## config.mk

```make
export PLATFORM = sky130hd
export DESIGN_NAME = nnrv_wb_arb_flat
export DESIGN_NICKNAME = d
export VERILOG_FILES = /design/src/rtl/nnrv_pkg.sv /design/src/rtl/nnrv_wb_arb_if.sv /design/src/rtl/nnrv_wb_fifo.sv /design/src/rtl/nnrv_wb_arb.sv /design/src/flat_wrapper.sv
export SDC_FILE = /design/constraint.sdc
export NUM_CORES = 1
export LEC_CHECK = 0
export ABC_AREA = 0
export CAP_MARGIN = 10
export CORE_AREA = 2 2 112 87
export DETAILED_ROUTE_END_ITERATION = 10
export DIE_AREA = 0 0 114 89
export PLACE_DENSITY = 0.75
export SLEW_MARGIN = 20
export SYNTH_ARGS = -nofsm -noshare
export SYNTH_HDL_FRONTEND = slang
export SYNTH_SLANG_ARGS = --single-unit
```

## constraint.sdc

```tcl
create_clock -name i_clk -period 2.7 [get_ports i_clk]
set_input_delay 0.27 -clock i_clk [delete_from_list [all_inputs] [get_ports i_clk]]
set_output_delay 0.27 -clock i_clk [all_outputs]
set_load 0.01 [all_outputs]
```

## src/rtl/nnrv_pkg.sv

```systemverilog
// Shared types and constants for the register-file writeback path.
package nnrv_pkg;

    localparam int XLEN      = 32;
    localparam int REG_IDX_W = 5;

    typedef enum logic [1:0] {
        S_IDLE  = 2'd0,
        S_WAIT  = 2'd1,
        S_STALL = 2'd2
    } arb_state_e;

    typedef struct packed {
        logic                 en;
        logic [REG_IDX_W-1:0] rd;
        logic [XLEN-1:0]      data;
    } wb_req_t;

endpackage

```

## src/rtl/nnrv_wb_arb_if.sv

```systemverilog
// Writeback-arbiter bus: pipeline port A, long-latency port B and the register-file write port.
interface nnrv_wb_arb_if #(
    parameter int XLEN = 32
);
    logic            i_wb_en;
    logic [4:0]      i_wb_rd;
    logic [XLEN-1:0] i_wb_data;
    logic            i_lu_valid;
    logic [4:0]      i_lu_rd;
    logic [XLEN-1:0] i_lu_data;
    logic            o_lu_ready;
    logic            o_lu_pending;
    logic            o_stall_req;
    logic            o_reg_w_en;
    logic [4:0]      o_reg_w;
    logic [XLEN-1:0] o_reg_w_reg;

    modport slave (
        input  i_wb_en, i_wb_rd, i_wb_data, i_lu_valid, i_lu_rd, i_lu_data,
        output o_lu_ready, o_lu_pending, o_stall_req, o_reg_w_en, o_reg_w, o_reg_w_reg
    );

    modport master (
        output i_wb_en, i_wb_rd, i_wb_data, i_lu_valid, i_lu_rd, i_lu_data,
        input  o_lu_ready, o_lu_pending, o_stall_req, o_reg_w_en, o_reg_w, o_reg_w_reg
    );
endinterface

```

## src/rtl/nnrv_wb_fifo.sv

```systemverilog
// Generic synchronous FIFO; DEPTH must be a power of two so pointers wrap naturally.
module nnrv_wb_fifo #(
    parameter int WIDTH = 8,
    parameter int DEPTH = 2
) (
    input  logic                       clk,
    input  logic                       rst,
    input  logic                       push,
    input  logic                       pop,
    input  logic [WIDTH-1:0]           din,
    output logic [WIDTH-1:0]           dout,
    output logic [$clog2(DEPTH+1)-1:0] count,
    output logic                       full,
    output logic                       empty
);
    localparam int PTR_W = $clog2(DEPTH);
    localparam int CNT_W = $clog2(DEPTH+1);

    logic [WIDTH-1:0] mem_r [DEPTH];
    logic [PTR_W-1:0] wr_ptr_r;
    logic [PTR_W-1:0] rd_ptr_r;
    logic [CNT_W-1:0] count_r;
    logic             push_ok_s;
    logic             pop_ok_s;

    assign full      = (count_r == CNT_W'(DEPTH));
    assign empty     = (count_r == {CNT_W{1'b0}});
    assign push_ok_s = push && !full;
    assign pop_ok_s  = pop && !empty;
    assign dout      = mem_r[rd_ptr_r];
    assign count     = count_r;

    // Entry storage; data needs no reset since count gates visibility.
    always_ff @(posedge clk) begin
        if (push_ok_s) begin
            mem_r[wr_ptr_r] <= din;
        end
    end

    // Pointer and occupancy bookkeeping.
    always_ff @(posedge clk) begin
        if (rst) begin
            wr_ptr_r <= {PTR_W{1'b0}};
            rd_ptr_r <= {PTR_W{1'b0}};
            count_r  <= {CNT_W{1'b0}};
        end else begin
            if (push_ok_s) begin
                wr_ptr_r <= wr_ptr_r + PTR_W'(1);
            end
            if (pop_ok_s) begin
                rd_ptr_r <= rd_ptr_r + PTR_W'(1);
            end
            case ({push_ok_s, pop_ok_s})
                2'b10:   count_r <= count_r + CNT_W'(1);
                2'b01:   count_r <= count_r - CNT_W'(1);
                default: count_r <= count_r;
            endcase
        end
    end
endmodule

```

## src/rtl/nnrv_wb_arb.sv

```systemverilog
// Register-file write-port arbiter: pipeline writeback wins, long-latency results queue
// behind it and a starvation counter requests a pipeline bubble to drain them.
module nnrv_wb_arb
    import nnrv_pkg::*;
#(
    parameter int XLEN       = nnrv_pkg::XLEN,
    parameter int LU_DEPTH   = 2,
    parameter int STARVE_MAX = 8
) (
    input  logic          i_clk,
    input  logic          i_rst,
    nnrv_wb_arb_if.slave  bus
);
    localparam int CNT_W  = $clog2(LU_DEPTH+1);
    localparam int WAIT_W = $clog2(STARVE_MAX+1);
    localparam int ENT_W  = REG_IDX_W + XLEN;

    logic                 a_wr_s;
    logic                 push_s;
    logic                 pop_s;
    logic                 lu_ready_s;
    logic                 fifo_full_s;
    logic                 fifo_empty_s;
    logic [ENT_W-1:0]     head_s;
    logic [CNT_W-1:0]     count_s;
    logic [CNT_W-1:0]     count_next_s;
    logic [WAIT_W-1:0]    wait_cnt_r;
    logic [WAIT_W-1:0]    wait_next_s;
    arb_state_e           state_r;
    arb_state_e           state_next_s;
    logic                 w_en_s;
    logic [REG_IDX_W-1:0] w_idx_s;
    logic [XLEN-1:0]      w_data_s;

    assign a_wr_s     = bus.i_wb_en && (bus.i_wb_rd != 5'd0);
    assign lu_ready_s = !i_rst && !fifo_full_s;
    // x0 results complete the handshake but are dropped on the floor.
    assign push_s     = bus.i_lu_valid && lu_ready_s && (bus.i_lu_rd != 5'd0);
    assign pop_s      = !i_rst && !a_wr_s && !fifo_empty_s;

    nnrv_wb_fifo #(
        .WIDTH (ENT_W),
        .DEPTH (LU_DEPTH)
    ) u_fifo (
        .clk   (i_clk),
        .rst   (i_rst),
        .push  (push_s),
        .pop   (pop_s),
        .din   ({bus.i_lu_rd, bus.i_lu_data}),
        .dout  (head_s),
        .count (count_s),
        .full  (fifo_full_s),
        .empty (fifo_empty_s)
    );

    // Write-port select: port A first, then the queue head, else idle.
    always_comb begin
        w_en_s   = 1'b0;
        w_idx_s  = {REG_IDX_W{1'b0}};
        w_data_s = {XLEN{1'b0}};
        if (i_rst) begin
            w_en_s = 1'b0;
        end else if (a_wr_s) begin
            w_en_s   = 1'b1;
            w_idx_s  = bus.i_wb_rd;
            w_data_s = bus.i_wb_data;
        end else if (!fifo_empty_s) begin
            w_en_s   = 1'b1;
            w_idx_s  = head_s[ENT_W-1 -: REG_IDX_W];
            w_data_s = head_s[XLEN-1:0];
        end else begin
            w_en_s = 1'b0;
        end
    end

    // Occupancy after this cycle's push/pop and the matching starvation count.
    always_comb begin
        count_next_s = count_s;
        wait_next_s  = {WAIT_W{1'b0}};
        if (push_s && !pop_s) begin
            count_next_s = count_s + CNT_W'(1);
        end else if (pop_s && !push_s) begin
            count_next_s = count_s - CNT_W'(1);
        end else begin
            count_next_s = count_s;
        end
        if (pop_s || fifo_empty_s) begin
            wait_next_s = {WAIT_W{1'b0}};
        end else if (wait_cnt_r == WAIT_W'(STARVE_MAX)) begin
            wait_next_s = wait_cnt_r;
        end else begin
            wait_next_s = wait_cnt_r + WAIT_W'(1);
        end
    end

    // Starvation FSM next-state logic.
    always_comb begin
        state_next_s = state_r;
        case (state_r)
            S_IDLE: begin
                if (count_next_s != {CNT_W{1'b0}}) state_next_s = S_WAIT;
                else                                state_next_s = S_IDLE;
            end
            S_WAIT: begin
                if (pop_s) begin
                    state_next_s = (count_next_s == {CNT_W{1'b0}}) ? S_IDLE : S_WAIT;
                end else if (wait_next_s == WAIT_W'(STARVE_MAX)) begin
                    state_next_s = S_STALL;
                end else begin
                    state_next_s = S_WAIT;
                end
            end
            S_STALL: begin
                if (pop_s) begin
                    state_next_s = (count_next_s == {CNT_W{1'b0}}) ? S_IDLE : S_WAIT;
                end else begin
                    state_next_s = S_STALL;
                end
            end
            default: state_next_s = S_IDLE;
        endcase
    end

    // State and starvation counter registers.
    always_ff @(posedge i_clk) begin
        if (i_rst) begin
            state_r    <= S_IDLE;
            wait_cnt_r <= {WAIT_W{1'b0}};
        end else begin
            state_r    <= state_next_s;
            wait_cnt_r <= wait_next_s;
        end
    end

    assign bus.o_reg_w_en   = w_en_s;
    assign bus.o_reg_w      = w_idx_s;
    assign bus.o_reg_w_reg  = w_data_s;
    assign bus.o_lu_ready   = lu_ready_s;
    assign bus.o_lu_pending = !i_rst && !fifo_empty_s;
    assign bus.o_stall_req  = !i_rst && (state_r == S_STALL);
endmodule

```

## src/flat_wrapper.sv

```systemverilog
// flat-port wrapper written by rule: the top's interface ports become plain ports
module nnrv_wb_arb_flat import nnrv_pkg::*;
#(
    parameter int XLEN       = nnrv_pkg::XLEN,
    parameter int LU_DEPTH   = 2,
    parameter int STARVE_MAX = 8
)
  (i_clk, i_rst, bus_i_wb_en, bus_i_wb_rd, bus_i_wb_data, bus_i_lu_valid, bus_i_lu_rd, bus_i_lu_data, bus_o_lu_ready, bus_o_lu_pending, bus_o_stall_req, bus_o_reg_w_en, bus_o_reg_w, bus_o_reg_w_reg);
  nnrv_wb_arb_if #(.XLEN(XLEN)) bus_i ();
  input  logic i_clk;
  input  logic i_rst;
  input wire logic [$bits(bus_i.i_wb_en)-1:0] bus_i_wb_en;
  input wire logic [$bits(bus_i.i_wb_rd)-1:0] bus_i_wb_rd;
  input wire logic [$bits(bus_i.i_wb_data)-1:0] bus_i_wb_data;
  input wire logic [$bits(bus_i.i_lu_valid)-1:0] bus_i_lu_valid;
  input wire logic [$bits(bus_i.i_lu_rd)-1:0] bus_i_lu_rd;
  input wire logic [$bits(bus_i.i_lu_data)-1:0] bus_i_lu_data;
  output wire logic [$bits(bus_i.o_lu_ready)-1:0] bus_o_lu_ready;
  output wire logic [$bits(bus_i.o_lu_pending)-1:0] bus_o_lu_pending;
  output wire logic [$bits(bus_i.o_stall_req)-1:0] bus_o_stall_req;
  output wire logic [$bits(bus_i.o_reg_w_en)-1:0] bus_o_reg_w_en;
  output wire logic [$bits(bus_i.o_reg_w)-1:0] bus_o_reg_w;
  output wire logic [$bits(bus_i.o_reg_w_reg)-1:0] bus_o_reg_w_reg;
  assign bus_i.i_wb_en = bus_i_wb_en;
  assign bus_i.i_wb_rd = bus_i_wb_rd;
  assign bus_i.i_wb_data = bus_i_wb_data;
  assign bus_i.i_lu_valid = bus_i_lu_valid;
  assign bus_i.i_lu_rd = bus_i_lu_rd;
  assign bus_i.i_lu_data = bus_i_lu_data;
  assign bus_o_lu_ready = bus_i.o_lu_ready;
  assign bus_o_lu_pending = bus_i.o_lu_pending;
  assign bus_o_stall_req = bus_i.o_stall_req;
  assign bus_o_reg_w_en = bus_i.o_reg_w_en;
  assign bus_o_reg_w = bus_i.o_reg_w;
  assign bus_o_reg_w_reg = bus_i.o_reg_w_reg;
  nnrv_wb_arb #(.XLEN(XLEN), .LU_DEPTH(LU_DEPTH), .STARVE_MAX(STARVE_MAX)) u_core (.i_clk(i_clk), .i_rst(i_rst), .bus(bus_i));
endmodule
```

## Yosys cells after proc, flatten, opt, wreduce, memory -nomap -nowiden

Memories as Yosys holds them, arrays and structs flattened. A register that Yosys moved wholly into a read port is not among the register bits.
Cells that the tools add are included.
Widths: inputs -> output; s select.

- Register bits after elaboration: 10
- Bits in writable memories: 74
- Input port bits: 78
- Output and inout bits: 41
- Memories: 1

- $add $sub $neg: 5
- Equality and inequality tests: 7
- Multiplexer cells: 24
- Reductions and logical operators: 26

Memory list:

| memory | depth | width | rd ports | clocked after Yosys merged registers in | write ports | line | source |
|---|---|---|---|---|---|---|---|
| u_core.u_fifo.mem_r | 2 | 37 | 1 | 1 | 1 | nnrv_wb_fifo.sv:19 | `logic [WIDTH-1:0] mem_r [DEPTH];` |

Operators with widths:

| kind | number |
|---|---|
| $mux 32 | 3 |
| $mux 5 | 3 |
| $logic_and 1x1->1 | 12 |
| $mux 2 | 5 |
| $reduce_bool 5->1 | 2 |
| $mux 1 | 9 |
| $eq 4x4->1 const B | 2 |
| $mux 4 | 2 |
| $eq 2x2->1 const B | 3 |
| $logic_not 1->1 | 6 |
| $logic_not 2->1 | 3 |
| $pmux 2 s3 | 1 |
| $add 4x1->4 const B | 1 |
| $eq 2x1->1 const B | 2 |
| $pmux 2 s2 | 1 |
| $reduce_bool 2->1 | 2 |
| $add 1x1->1 const B | 2 |
| $add 2x1->2 const B | 1 |
| $sub 2x1->2 const B | 1 |
| $logic_or 1x1->1 | 1 |

## Depth between registers and ports, before layout

Gate-level depths: netlist of the first run.

- Depth in word-level cells: 13
- Depth in mapped cells: 9

## Cells and area by module

From an unflattened synthesis of the first run, not the netlist that was laid out.

- Cells, all modules: 244
- Area total of the unflattened synthesis: 3732.3 µm²

By module, submodules not included:

| module | instances | cells an instance | area an instance (µm²) |
|---|---|---|---|
| nnrv_wb_fifo | 1 | 141 | 2882.8 |
| nnrv_wb_arb | 1 | 103 | 849.6 |

## Least setup slack after synthesis of the first run

Ideal clock, no wire load.

- Path type: reg-to-reg
- From: register u_core.u_fifo.count_r[0] (netlist: u_core.u_fifo.count[0])
- To: memory u_core.u_fifo.mem_r[0][0] (netlist name) (enable)
- Setup time: 0.431 ns
- Arrival time: 2.657 ns
- Required time: 2.269 ns
- Slack: -0.389 ns
- Stages on the path, launching flop included: 6
- Clock period less this slack: 3.089 ns
- Path through: dfxtp_1 > inv_1 > ha_1 > nor2_1 > o211ai_4 > nor2_1

- Longest elaborated chain between the ends: 8

Ends and longest elaborated chain:

| item | line | source |
|---|---|---|
| start, declared | nnrv_wb_fifo.sv:22 | `logic [CNT_W-1:0] count_r;` |
| start signal, assigned | nnrv_wb_fifo.sv:45 | `count_r <= {CNT_W{1'b0}};` |
| start signal, assigned | nnrv_wb_fifo.sv:54 | `2'b10: count_r <= count_r + CNT_W'(1);` |
| start signal, assigned | nnrv_wb_fifo.sv:55 | `2'b01: count_r <= count_r - CNT_W'(1);` |
| $eq 2x2->1 | nnrv_wb_fifo.sv:26 | `assign full = (count_r == CNT_W'(DEPTH));` |
| $logic_not 1->1 | nnrv_wb_arb.sv:36 | `assign lu_ready_s = !i_rst && !fifo_full_s;` |
| $logic_and 1x1->1 | nnrv_wb_arb.sv:36 |  |
| named net bus_o_lu_ready | flat_wrapper.sv:18 | `output wire logic [$bits(bus_i.o_lu_ready)-1:0] bus_o_lu_ready;` |
| $logic_and 1x1->1 (2 in a row) | nnrv_wb_arb.sv:38 | `assign push_s = bus.i_lu_valid && lu_ready_s && (bus.i_lu_rd != 5'd0);` |
| $logic_and 1x1->1 | nnrv_wb_fifo.sv:28 | `assign push_ok_s = push && !full;` |
| $mux 1 | nnrv_wb_fifo.sv:35 | `if (push_ok_s) begin` |
| $mux 1 (implied by the code) | nnrv_wb_fifo.sv:36 | `mem_r[wr_ptr_r] <= din;` |
| end, declared | nnrv_wb_fifo.sv:19 |  |

The timed path passes the listed nets, and every way through them passes these cells.

## Worst setup path after layout of the first run

- From: input bus_i_wb_rd[1]
- To: output bus_o_reg_w_reg[1]

- Longest elaborated chain between the ends: 4

Ends and longest elaborated chain:

| item | line | source |
|---|---|---|
| start, declared | flat_wrapper.sv:13 | `input wire logic [$bits(bus_i.i_wb_rd)-1:0] bus_i_wb_rd;` |
| $reduce_bool 5->1 | nnrv_wb_arb.sv:35 | `assign a_wr_s = bus.i_wb_en && (bus.i_wb_rd != 5'd0);` |
| $logic_and 1x1->1 | nnrv_wb_arb.sv:35 |  |
| $mux 32 | nnrv_wb_arb.sv:63 | `end else if (a_wr_s) begin` |
| $mux 32 | nnrv_wb_arb.sv:61 | `if (i_rst) begin` |
| end, declared | flat_wrapper.sv:23 | `output wire logic [$bits(bus_i.o_reg_w_reg)-1:0] bus_o_reg_w_reg;` |

Every way passes these cells.

==> results of run 1 <==
power groups by stage:
stage / combinational (W) / sequential (W) / clock, W
after floorplan: 0.000343 / 0.00156 / 0
after global placement: 0.000675 / 0.00156 / 0
after detailed placement: 0.000685 / 0.00157 / 0
after CTS: 0.000660 / 0.00154 / 0.00129
after global routing: 0.000720 / 0.00154 / 0.00135
final: 0.000652 / 0.00154 / 0.00126
worst max path at each step:
stage                                              from                                   to  slack, ns
floorplan           u_core.u_fifo.count[0]$_SDFFE_PP0P_  u_core.u_fifo.mem_r[0][0]$_DFFE_PP_      -0.39
global placement                         bus_i_wb_rd[1]                  bus_o_reg_w_reg[25]      -0.15
detailed placement                       bus_i_wb_rd[1]                  bus_o_reg_w_reg[14]      -0.20
CTS                                      bus_i_wb_rd[1]                   bus_o_reg_w_reg[1]       0.11
global route                             bus_i_wb_rd[1]                   bus_o_reg_w_reg[1]       0.01
finish                                   bus_i_wb_rd[1]                   bus_o_reg_w_reg[1]       0.11
layer usage:
layer / share of wire / wire length [um] / vias to the layer above
li1: - / - / 1357
met1: 0.44 / 3693 / 1295
met2: 0.50 / 4213 / 78
met3: 0.052 / 437 / 6
met4: 0.011 / 91 / 0
met5: 0 / 0 / -
sequential cells by signal (all words and copies together) (netlist names), named ones only:
register and count:
u_core.state_r 2, u_core.u_fifo.count 2, u_core.u_fifo.mem_r 74, u_core.u_fifo.rd_ptr_r 1
u_core.u_fifo.wr_ptr_r 1, u_core.wait_cnt_r 4
worst max-delay path, delay by kind of cell:
family	cells	cell delay (ns)
compound gates	2	0.29
buf+inv	3	0.88
simple gates	3	0.88
stage by stage:
step,total power [W],util
6_report,0.003453,0.6073
5_1_grt,0.003616,0.6073
4_1_cts,0.003490,0.6073
3_5_place_dp,0.002251,0.5754
3_3_place_gp,0.002237,0.5754
2_1_floorplan,0.001904,-
layout make-up:
class / count / area, um2 / area share
clock buffer: 11 / 232.7 / 0.04290
clock inverter: 5 / 77.57 / 0.01430
inverter: 6 / 22.52 / 0.004151
multi-input combinational: 188 / 1206 / 0.2223
sequential: 85 / 2444 / 0.4504
tap: 112 / 140.1 / 0.02583
timing repair buffer: 137 / 1303 / 0.2401
cell usage in the layout (no fill, tap or decap), types with 3 or more instances in the layout:
cell type / instances
clkdlybuf4s50_1: 81
edfxtp_1: 74
mux2i_1: 39
dlygate4sd2_1: 37
nor2_1: 34
nand2_1: 24
o21ai_0: 21
a21oi_1: 20
nor3_1: 18
buf_4: 17
dfxtp_1: 10
clkbuf_16: 9
inv_1: 6
ha_1: 5
xnor2_1: 3
kinds of logic after synthesis:
logic type / count (synthesis) / share of synthesized area
multiplexers: 39 / 0.1053
adder cells (fa/ha/maj): 5 / 0.01687
buffers and inverters: 22 / 0.02362
XOR/XNOR: 5 / 0.01181
AND/OR/NAND/NOR: 89 / 0.1067
AO/OA/AOI/OAI: 50 / 0.07695
flip-flops: 85 / 0.6588
what timing repair did:
item,CTS,global route
pin swaps,1,1
gates resized for setup,40,0
hold buffers,0,0
buffers inserted,1,0
endpoints found under the setup margin,37,5
==> qor.csv, run 1 <==
metric;value;unit
status;completed;
diodes;0;
grt_first_pass_wirelength;13440;um
postSynthCellCount;295;
yosys_warnings;0;
hp-start;u_core.u_fifo.rd_ptr_r$_SDFFE_PP0P_;
seq_area_frac_synth;0.6588;
slew-limit-headroom;0.6509;
dp_hpwl;6082;um
routedWlPerCell;15.51;um
path_class;input pin to output port;
holdPathStages;2;
use_met3;0.04203;
regToRegStartpoint;u_core.u_fifo.count[0]$_SDFFE_PP0P_;
start_util;0.4150;
skew;0.006380;ns
timing.hold.ws;0.5078;ns
grt_use_met2;0.3009;
design_area;5425;um2
final_antenna_net_count;0;
swShare;0.2360;
rsz0062_at_grt;no;
clk_pin_slew;0.06;ns
core_area;8934;um2
rows;30;
end_kind;output port;
finalSetupTns;0;ns
grt_pass1_vias;2706;
synth_area;3707;um2
drive_gt1_frac;0.09491;
final.setup.worst_slack;0.1066;ns
groute.usage.overall;0.1747;
pwr-share-comb;0.189;
dieArea;10150;um2
leakagePower;1.991;nW
final_cells;544;
ys_seq_elements;85;
gp_congestion;0.7983;
io_pins;119;
max_stage_delay;0.58;ns
tightest_slew;0.5171;ns
post-place-ws;-0.2041;ns
arrival;2.32;ns
start_kind;input pin;
fin_crit_sh;0.9605;
reg2reg_slack;0.59;ns
switchingPower;0.0008149;W
timing_hold_violations_final;0;
p_seq_frac;0.445;
placed_cells;527;
p_per_area;636.5;nW/um2
viasPerCell;5.029;
syn_nets;378;
crit_fanout;25;
drv_slew;0;
min-delay-path-class;register to register;
clock.fmax;385.6;MHz
slowest_stage;or4_1;
maxCapViolCount;0;
grt_overflow_total;0;
clkPwrFrac;0.366;
yosysMostFrequentCell;edfxtp_1;
areaGrowthSynthToFinish;46.34;%
intPower;0.002638;W
synthFlopType;edfxtp_1;
yosysTopAreaCell;edfxtp_1;
clock_path_buffers;2;
antenna_found_initial;0;
r2r_end;u_core.u_fifo.count[1]$_SDFFE_PP0P_;
drt_wl_total;8436;um
grt_max_degree;26;
placed_area;5140;um2
dieWidth;114;um
initialDrtViolationCount;92;
cts_sinks;85;
worstPathCellList;clkdlybuf4s50_1, or4_1, o21a_1, buf_12, nor3_1, a21oi_1, nor2_1, dlygate4sd2_1;
ys_types;29;
avgSynthCellArea;12.57;um2
busiest_layer;met2;
clk_latency;0.33;ns
yosys-top-cells-count;edfxtp_1, mux2i_1, nor2_1, nand2_1, o21ai_0;
numCtsBuffers;9;
drc_errors;0;
nFillCells;746;
cts_tree;yes;
grt_use_met1;0.2214;
synth_async_sr_flop_share;0;
io_buffers;118;
firstDrtPassIters;4;
htreeDepth;3;
nNetsFinal;510;
die_h;89;um
root_buffer;clkbuf_16;
yosysTopAreaCellShare;0.5994;
finalSetupViolCount;0;
yosys-top-cells-area;edfxtp_1, mux2i_1, dfxtp_1;
synth_edf_count;74;
peakVddDrop;0.0003524;V
via_count;2736;
period_needed;2.593;ns
r2r_cells;11;
crit_required;2.43;ns
Power figures use the tool's default switching activity.
==> inputs of run 2 (changes only) <==
--- a/config.mk
+++ b/config.mk
@@ -11,7 +11,8 @@
 export DETAILED_ROUTE_END_ITERATION = 10
 export DIE_AREA = 0 0 114 89
 export PLACE_DENSITY = 0.75
-export SLEW_MARGIN = 20
+export SKIP_CTS_REPAIR_TIMING = 1
+export SLEW_MARGIN = 10
 export SYNTH_ARGS = -nofsm -noshare
 export SYNTH_HDL_FRONTEND = slang
 export SYNTH_SLANG_ARGS = --single-unit
==> run 2 against run 1 <==
Net effect:
- design area increased by 2.7%
- count of clock-buffer cells in the layout unchanged
- non-clock buffer count down 1
- core utilization grew 1.7 points
- cell count down 0.18%
- sequential power about the same
==> qor.csv, run 2 (synthesis results as in run 1) <==
metric;value;unit
drive_gt1_frac;0.09745;
reg_top3;u_core.u_fifo.mem_r x74, u_core.wait_cnt_r x4;
nNetsFinal;509;
post-place-ws;-0.2041;ns
multi_input_area;1222;um2
grt_max_degree;26;
viasPerCell;4.994;
clock_path_buffers;2;
die_h;89;um
min-delay-path-class;register to register;
final_cell_mix;clkdlybuf4s50_1, edfxtp_1, mux2i_1, dlymetal6s2s_1, nor2_1;
drt_wl_total;8643;um
end_kind;output port;
path_class;input pin to output port;
via_count;2712;
crit_path_start;bus_i_wb_rd[1];
io_buffers;118;
final_common_cell;clkdlybuf4s50_1;
status;completed;
timing_hold_violations_final;0;
dieArea;10150;um2
rsz0062_at_grt;no;
areaGrowthSynthToFinish;50.32;%
skew;0.007127;ns
peakVddDrop;0.0003538;V
slew-limit-headroom;0.6505;
largest_reg_flops;74;
tightest_slew;0.5177;ns
antenna_found_initial;0;
crit_required;2.43;ns
cts_tree;yes;
regToRegStartpoint;u_core.u_fifo.count[0]$_SDFFE_PP0P_;
crit_fanout;25;
grt_first_pass_wirelength;13350;um
start_kind;input pin;
maxCapViolCount;0;
drv_slew;0;
m1WireLength;3648;um
final.setup.worst_slack;0.1872;ns
diodes;0;
gp_congestion;0.7983;
wl_met2;4326;um
grt_overflow_total;0;
dp_hpwl;6082;um
rows;30;
final_antenna_net_count;0;
root_buffer;clkbuf_16;
p_per_area;624.7;nW/um2
numCtsBuffers;9;
clock.fmax;398.0;MHz
routedWlPerCell;15.92;um
firstDrtPassIters;5;
finalSetupViolCount;0;
grt_pass1_vias;2680;
hp-start;u_core.u_fifo.rd_ptr_r$_SDFFE_PP0P_;
start_util;0.4150;
fin_crit_sh;0.9306;
clk_latency;0.33;ns
period_needed;2.513;ns
total_power;0.003481;W
wl_met3;557;um
core_area;8934;um2
top_register;u_core.u_fifo.mem_r;
cts_sinks;85;
regArea;2444;um2
arrival;2.24;ns
leakagePower;2.435;nW
groute.usage.overall;0.1735;
final_core_utilization;0.6238;
initialDrtViolationCount;92;
clk_pin_slew;0.06;ns
highest_layer;met4;
nFillCells;721;
io_pins;119;
dieWidth;114;um
drc_errors;0;
htreeDepth;3;
-- run 2: path summary, 6_finish.rpt --
check / to / slack [ns] / depth (start not counted)
max: bus_o_reg_w_reg[16] / 0.19 / 8
min: register / 0.51 / 2
min reg2reg: register / 0.51 / 2
max reg2reg: u_core.u_fifo.count[1]$_SDFFE_PP0P_ / 0.59 / 11
-- run 2: layer usage --
layer  vias to the layer above  track usage
li1                       1348            -
met1                      1275       0.2204
met2                        80       0.2971
met3                         9      0.04271
met4                         0      0.05654
met5                         -            0
-- run 2: stage by stage --
| stage | instances | hold WS [ns] | TNS [ns] | area, um2 |
|---|---|---|---|---|
| floorplan | 295 | 0.3689 | -28.76 | 3707 |
| global placement | 527 | 0.4974 | -3.140 | 5140 |
| detailed placement | 527 | 0.5013 | -4.226 | 5140 |
| CTS | 543 | 0.5111 | -4.496 | 5450 |
| global route | 543 | 0.5097 | 0 | 5573 |
| finish | 543 | 0.5088 | 0 | 5573 |
-- run 2: worst max-delay path, cell delays in order --
cell             delay, ns
clkdlybuf4s50_1       0.43
or4_4                 0.57
o21a_1                0.22
buf_12                0.17
nor3_1                0.22
a21oi_1               0.08
nor2_1                0.11
dlymetal6s2s_1        0.18
-- run 2: layout make-up --
cell class	count	area share
Tap cell	112	0.02515
Clock buffer	11	0.04176
Inverter	6	0.004041
Clock inverter	5	0.01392
Multi-Input combinational cell	188	0.2194
Timing Repair Buffer	136	0.2573
Sequential cell	85	0.4385
-- run 2: power breakdown --
part	internal, W	leakage (nW)	total (W)	switching (W)
clock	0.000807	0.150	0.00126	0.000457
sequential	0.00151	0.768	0.00154	0.0000260
combinational	0.000342	1.52	0.000680	0.000338
total	0.00266	2.43	0.00348	0.000821
